<file path="src/rtl/pong_pkg.sv">
// Shared constants and types for the pong game: screen geometry, wall and
// paddle columns, ball size, serve position and the ball state machine.
package pong_pkg;

  localparam logic [9:0] SCREEN_W = 10'd640;
  localparam logic [9:0] SCREEN_H = 10'd480;
  localparam logic [9:0] WALL_L   = 10'd32;
  localparam logic [9:0] WALL_R   = 10'd35;
  localparam logic [9:0] PAD_L    = 10'd600;
  localparam logic [9:0] PAD_R    = 10'd603;
  localparam logic [9:0] PAD_H    = 10'd72;
  localparam logic [9:0] BALL_SZ  = 10'd8;
  localparam logic [9:0] SERVE_X  = 10'd316;
  localparam logic [9:0] SERVE_Y  = 10'd236;

  typedef enum logic [1:0] {
    SERVE = 2'd0,
    PLAY  = 2'd1,
    MISS  = 2'd2
  } ball_state_e;

  function automatic logic [7:0] sat_inc8(input logic [7:0] v);
    return (v == 8'hFF) ? v : v + 8'd1;
  endfunction

endpackage

</file>
<file path="src/rtl/tick_gen.sv">
// Refresh tick generator: count runs 0..TICK_DIV-1 and tick is high for the
// one clock in which count is at its last value.
module tick_gen #(
  parameter int unsigned TICK_DIV = 1666667
) (
  input  logic clk,
  input  logic reset_n,
  output logic tick
);

  localparam int unsigned CW = (TICK_DIV > 1) ? $clog2(TICK_DIV) : 1;
  localparam logic [CW-1:0] LAST = CW'(TICK_DIV - 1);

  logic [CW-1:0] count_q;
  logic [CW-1:0] count_d;
  logic          tick_s;

  // wrap detection and next count
  always_comb begin
    tick_s  = (count_q == LAST);
    count_d = tick_s ? '0 : count_q + CW'(1);
  end

  // counter register
  always_ff @(posedge clk or negedge reset_n) begin
    if (!reset_n) begin
      count_q <= '0;
    end else begin
      count_q <= count_d;
    end
  end

  assign tick = tick_s;

endmodule

</file>
<file path="src/rtl/ball_ctrl.sv">
// Pong ball engine: serve/play/miss state machine moving an 8x8 ball once per
// refresh tick. Optional BALL_SPEEDUP_EN adds a speed register raised every 4th hit.
module ball_ctrl #(
  parameter int unsigned TICK_DIV   = 1666667,
  parameter int unsigned V          = 2,
  parameter int unsigned MISS_TICKS = 60
) (
  input  logic       clk,
  input  logic       reset_n,
  input  logic [9:0] paddle_top,
  input  logic       serve,
  output logic [9:0] ball_x,
  output logic [9:0] ball_y,
  output logic       ball_on,
  output logic       hit,
  output logic       miss,
  output logic [7:0] score
);
  import pong_pkg::*;

  localparam logic [9:0]      STEP_V      = 10'(V);
  localparam int unsigned     MCW         = (MISS_TICKS > 1) ? $clog2(MISS_TICKS) : 1;
  localparam logic [MCW-1:0]  MISS_LAST   = MCW'(MISS_TICKS - 1);
  localparam logic [9:0]      BOTTOM_BASE = SCREEN_H - BALL_SZ;
  localparam logic [9:0]      MISS_X      = SCREEN_W - BALL_SZ;
  localparam logic [10:0]     BALL_EXT    = {1'b0, BALL_SZ - 10'd1};
  localparam logic [10:0]     PAD_SPAN    = {1'b0, PAD_H - 10'd1};

  logic            tick_s;
  ball_state_e     state_q, state_d;
  logic [9:0]      x_q, x_d, y_q, y_d;
  logic            dx_q, dx_d, dy_q, dy_d;
  logic            on_q, on_d, hit_q, hit_d, miss_q, miss_d;
  logic [7:0]      score_q, score_d;
  logic [MCW-1:0]  mcnt_q, mcnt_d;
  logic [9:0]      step_s;
  logic            paddle_hit_s, new_dx_s, new_dy_s;
  logic [7:0]      score_inc_s;

  tick_gen #(.TICK_DIV(TICK_DIV)) u_tick_gen (
    .clk     (clk),
    .reset_n (reset_n),
    .tick    (tick_s)
  );

`ifdef BALL_SPEEDUP_EN
  localparam logic [9:0] STEP_MAX = 10'(V + 2);
  logic [9:0] speed_q, speed_d;
  assign step_s = speed_q;

  // speed register
  always_ff @(posedge clk or negedge reset_n) begin
    if (!reset_n) begin
      speed_q <= STEP_V;
    end else begin
      speed_q <= speed_d;
    end
  end
`else
  assign step_s = STEP_V;
`endif

  // bounce and paddle-contact decode on the current position
  always_comb begin
    paddle_hit_s = dx_q
                && (({1'b0, x_q} + BALL_EXT) >= {1'b0, PAD_L})
                && (x_q <= PAD_R)
                && (({1'b0, y_q} + BALL_EXT) >= {1'b0, paddle_top})
                && ({1'b0, y_q} <= ({1'b0, paddle_top} + PAD_SPAN));
    if (!dy_q && (y_q < step_s)) begin
      new_dy_s = 1'b1;
    end else if (dy_q && (y_q > (BOTTOM_BASE - step_s))) begin
      new_dy_s = 1'b0;
    end else begin
      new_dy_s = dy_q;
    end
    if (!dx_q && (x_q <= (WALL_R + step_s))) begin
      new_dx_s = 1'b1;
    end else if (paddle_hit_s) begin
      new_dx_s = 1'b0;
    end else begin
      new_dx_s = dx_q;
    end
    score_inc_s = sat_inc8(score_q);
  end

  // next state, motion and output pulses
  always_comb begin
    state_d = state_q;
    x_d     = x_q;
    y_d     = y_q;
    dx_d    = dx_q;
    dy_d    = dy_q;
    hit_d   = 1'b0;
    miss_d  = 1'b0;
    score_d = score_q;
    mcnt_d  = mcnt_q;
`ifdef BALL_SPEEDUP_EN
    speed_d = speed_q;
`endif
    case (state_q)
      SERVE: begin
        if (tick_s && serve) begin
          state_d = PLAY;
        end else begin
          state_d = SERVE;
        end
      end
      PLAY: begin
        if (tick_s) begin
          dx_d = new_dx_s;
          dy_d = new_dy_s;
          if (paddle_hit_s) begin
            hit_d   = 1'b1;
            score_d = score_inc_s;
`ifdef BALL_SPEEDUP_EN
            if ((score_inc_s[1:0] == 2'd0) && (speed_q < STEP_MAX)) begin
              speed_d = speed_q + 10'd1;
            end else begin
              speed_d = speed_q;
            end
`endif
          end else begin
            score_d = score_q;
          end
          // a hit always wins over the miss column check
          if (!paddle_hit_s && (x_q > MISS_X)) begin
            miss_d  = 1'b1;
            state_d = MISS;
            mcnt_d  = '0;
          end else begin
            x_d = new_dx_s ? (x_q + step_s) : (x_q - step_s);
            y_d = new_dy_s ? (y_q + step_s) : (y_q - step_s);
          end
        end else begin
          state_d = PLAY;
        end
      end
      MISS: begin
        if (tick_s) begin
          if (mcnt_q == MISS_LAST) begin
            state_d = SERVE;
            x_d     = SERVE_X;
            y_d     = SERVE_Y;
            dx_d    = 1'b1;
            dy_d    = 1'b1;
`ifdef BALL_SPEEDUP_EN
            speed_d = STEP_V;
`endif
          end else begin
            mcnt_d = mcnt_q + MCW'(1);
          end
        end else begin
          state_d = MISS;
        end
      end
      default: begin
        state_d = SERVE;
      end
    endcase
    on_d = (state_d == PLAY);
  end

  // state and output registers
  always_ff @(posedge clk or negedge reset_n) begin
    if (!reset_n) begin
      state_q <= SERVE;
      x_q     <= SERVE_X;
      y_q     <= SERVE_Y;
      dx_q    <= 1'b1;
      dy_q    <= 1'b1;
      on_q    <= 1'b0;
      hit_q   <= 1'b0;
      miss_q  <= 1'b0;
      score_q <= 8'd0;
      mcnt_q  <= '0;
    end else begin
      state_q <= state_d;
      x_q     <= x_d;
      y_q     <= y_d;
      dx_q    <= dx_d;
      dy_q    <= dy_d;
      on_q    <= on_d;
      hit_q   <= hit_d;
      miss_q  <= miss_d;
      score_q <= score_d;
      mcnt_q  <= mcnt_d;
    end
  end

  assign ball_x  = x_q;
  assign ball_y  = y_q;
  assign ball_on = on_q;
  assign hit     = hit_q;
  assign miss    = miss_q;
  assign score   = score_q;

endmodule

</file>
<file path="config.mk">
export PLATFORM = sky130hd
export DESIGN_NAME = ball_ctrl
export DESIGN_NICKNAME = d
export VERILOG_FILES = /design/src/rtl/pong_pkg.sv /design/src/rtl/tick_gen.sv /design/src/rtl/ball_ctrl.sv
export SDC_FILE = /design/constraint.sdc
export NUM_CORES = 1
export LEC_CHECK = 0
export ABC_AREA = 1
export CAP_MARGIN = 20
export CORE_MARGIN = 5
export CORE_UTILIZATION = 59
export DETAILED_ROUTE_END_ITERATION = 16
export HOLD_SLACK_MARGIN = 0.1
export PLACE_DENSITY = 0.91
export SLEW_MARGIN = 20
export SYNTH_ARGS = -nofsm -noshare
export SYNTH_HDL_FRONTEND = slang
export SYNTH_SLANG_ARGS = --single-unit
</file>
<file path="constraint.sdc">
create_clock -name clk -period 4.6 [get_ports clk]
set_input_delay 1.38 -clock clk [delete_from_list [all_inputs] [get_ports clk]]
set_output_delay 1.38 -clock clk [all_outputs]
set_load 0.02 [all_outputs]
</file>
==> flow_summary.json <==
{
  "outcome": "finished clean",
  "cts-root-buf": "clkbuf_8",
  "critPathLaunch": "paddle_top[0]",
  "r2r-start": "ball_y[2]",
  "max_cap_violations": 0,
  "ir_drop_mv": 0.137,
  "power_density_nw_per_um2": 181,
  "tightest_slew_ps": 807,
  "ios": 44,
  "crit_fanout": 8,
  "maxSlewViolCount": 0,
  "yosysSeqAreaShare_pct": 31.8,
  "die_w_um": 99.9,
  "ys_warn_count": 0,
  "r2r_end": "ball_x[9]",
  "grt_pass1_vias": 4669,
  "grt_pass1_wl_mm": 20.8,
  "synth-simple-area-share_pct": 29.2,
  "mostFrequentLayoutCells": "137 x nand2_1, 101 x inv_1, 48 x dfrtp_1",
  "drt-vias-per-instance": 5.66,
  "synthFlopType": "dfrtp_1",
  "syn2layout_area_growth_pct": 25.4,
  "postPlaceCellArea_um2": 5490,
  "hold_viol_final": 0,
  "setup_ws_ps": 95.7,
  "via_count": 4780,
  "grt_max_degree": 32,
  "synth_top_area_share_pct": 25.2,
  "avgSynthCellArea_um2": 7.35,
  "cpPeakStageDelay_ps": 260,
  "start_kind": "input pin",
  "route.detailed.drc": 0,
  "yosys.area.top_type": "dfrtp_1",
  "ctsHoldBuffers": 0,
  "synthCells": 649,
  "worstHoldStart": "u_tick_gen.count_q[0]",
  "floorplan.rows": 32,
  "drt_pass1_iterations": 6,
  "routed_wirelength_mm": 12.9,
  "die_area_um2": 9980,
  "synth.area.mux_share_pct": 0,
  "crit_end": "ball_x[9]",
  "yosysUniqueCellTypes": 46,
  "port_buffers": 41,
  "slew_headroom_pct": 46.0,
  "synth-seq-cells": 60,
  "finalPower_uw": 1080,
  "grt_overflow": 0,
  "drtIter0Drc": 421,
  "fin_area_um2": 5980,
  "h-tree-depth": 3,
  "place.gp.congestion": 0.966,
  "leakagePower_uw": 0.00302,
  "endpoint_kind": "flop",
  "min_period_over_period_pct": 97.9,
  "die_height_um": 99.9,
  "crit_arrival_ps": 4730,
  "nets": 787,
  "synthArstFlopShare_pct": 100,
  "cts_tree": "yes",
  "ys_top_cells_by_area": "dfrtp_1 25%, nand2_1 11%, ha_1 9.2%, inv_1 8.3%, xor2_1 6.8%",
  "clk_path_buf_depth": 2,
  "wl_per_cell_um": 15.3,
  "hpwl_mm": 9.16,
  "hold_ws_ps": 511,
  "diodes": 0,
  "cp_data_required_time_ps": 4830,
  "r2r_slack_ps": 560,
  "reg2reg_depth": 31,
  "layout-drive-gt1-share_pct": 18.7,
  "postRouteAntennaNets": 0,
  "layout_min_cycle_time_ps": 4500,
  "cts_made_buffers": 9,
  "max_freq_mhz": 222,
  "synth_xor_xnor_area_share_pct": 8.82,
  "synth_compound_area_share_pct": 10.6,
  "crit_path_top_delay_cell": "ha_1",
  "pre_cts_ws_ps": -825,
  "layout_commonest_cell": "nand2_1",
  "synth_top_family_by_area": "simple AND/OR/NAND/NOR gates",
  "min_path_type": "reg -> reg",
  "n_fill_cell": 512,
  "synth_enable_flop_cells": 0,
  "setup_viol": 0,
  "cts.sinks": 60,
  "insertion_delay_ps": 340,
  "synthAdderAreaFrac_pct": 9.61,
  "critPathMostFrequentCell": "nand2_1",
  "antenna_found_initial": 0,
  "critical_path_class": "in -> reg",
  "finClkSkew_ps": 13.4,
  "dp_cells": 817,
  "final_cells": 845,
  "path_clk_slew_ps": 70,
  "start_util_pct": 61.1,
  "core_um2": 7810,
  "grtUsageTotal_pct": 25.2,
  "synth_area_um2": 4770
}
[per-stage QoR]
step	util (%)	setup TNS [ps]
after floorplan	-	0
after global placement	70.3	-3380
after detailed placement	70.3	-5270
after CTS	75.3	0
after global routing	76.6	-191
final	76.6	0
[how the worst min path moves through the flow]
stage | cells past startpoint | end
finish | 1 | u_tick_gen.count_q[0]
global route | 2 | u_tick_gen.count_q[4]
CTS | 2 | u_tick_gen.count_q[4]
detailed placement | 2 | u_tick_gen.count_q[4]
global placement | 2 | score[5]
floorplan | 2 | u_tick_gen.count_q[4]
[per-layer routing]
layer	global-route usage (%)	part of all wire, %	vias up
li1	-	-	2288
met1	31.5	42	2237
met2	43.0	49	212
met3	5.56	6.1	43
met4	8.61	2.3	0
met5	0	0	-
[cell families (layout without fill, tap and decap cells)]
| logic type | count (synthesis) | in the layout |
|---|---|---|
| fa+ha+maj | 36 | 36 |
| xor+xnor | 48 | 48 |
| other cells | 1 | 2 |
| buf+inv | 119 | 212 |
| simple gates | 302 | 302 |
| compound gates | 83 | 83 |
| flops | 60 | 60 |
[critical path, delay by kind of cell]
family / cells / cell delay, ps
buf+inv: 6 / 490
compound gates: 5 / 820
simple gates: 16 / 1330
fa+ha+maj: 3 / 550
xor+xnor: 1 / 170
[power breakdown]
group / switching (µW) / leakage (µW) / internal (µW) / total (µW)
sequential: 0 / 0.000755 / 528 / 528
combinational: 41.4 / 0.00216 / 33.1 / 74.5
clock: 217 / 0.000106 / 265 / 481
[cell usage after synthesis, types with 3 or more instances]
| master | number |
|---|---|
| inv_1 | 106 |
| buf_2 | 3 |
| nor2_1 | 49 |
| nor4_1 | 9 |
| o21ai_1 | 5 |
| dfrtp_1 | 48 |
| nand2_2 | 6 |
| a31oi_1 | 4 |
| a22oi_1 | 3 |
| a21o_1 | 4 |
| xor2_1 | 37 |
| nand2_1 | 144 |
| o21ai_0 | 26 |
| a21oi_1 | 24 |
| ha_1 | 35 |
| nand4_1 | 22 |
| o211ai_1 | 4 |
| nand3_1 | 39 |
| dfstp_2 | 12 |
| inv_2 | 4 |
| nor3_1 | 16 |
| xnor2_1 | 11 |
| nor2_2 | 6 |
[cell type report]
class / instances / area, µm² / area share (%)
clock inverter: 6 / 62.6 / 1.05
sequential: 60 / 1520 / 25.4
multi-input combinational: 471 / 2960 / 49.5
tap: 102 / 128 / 2.13
clock buffer: 10 / 138 / 2.30
inverter: 110 / 425 / 7.12
timing repair buffer: 86 / 748 / 12.5
[timing repair]
action	4_1_cts	5_1_grt
setup buffers	9	3
pin swaps	23	20
gates resized for setup	26	34
setup endpoints to repair	7	9
[flip-flops by register name (all words and copies together), names as in the netlist]
name / cells
state_q: 2
ball_y: 9
dx_q: 1
ball_x: 9
mcnt_q: 6
hit: 1
score: 8
miss: 1
dy_q: 1
ball_on: 1
u_tick_gen.count_q: 21
Power figures use the tool's default switching activity.
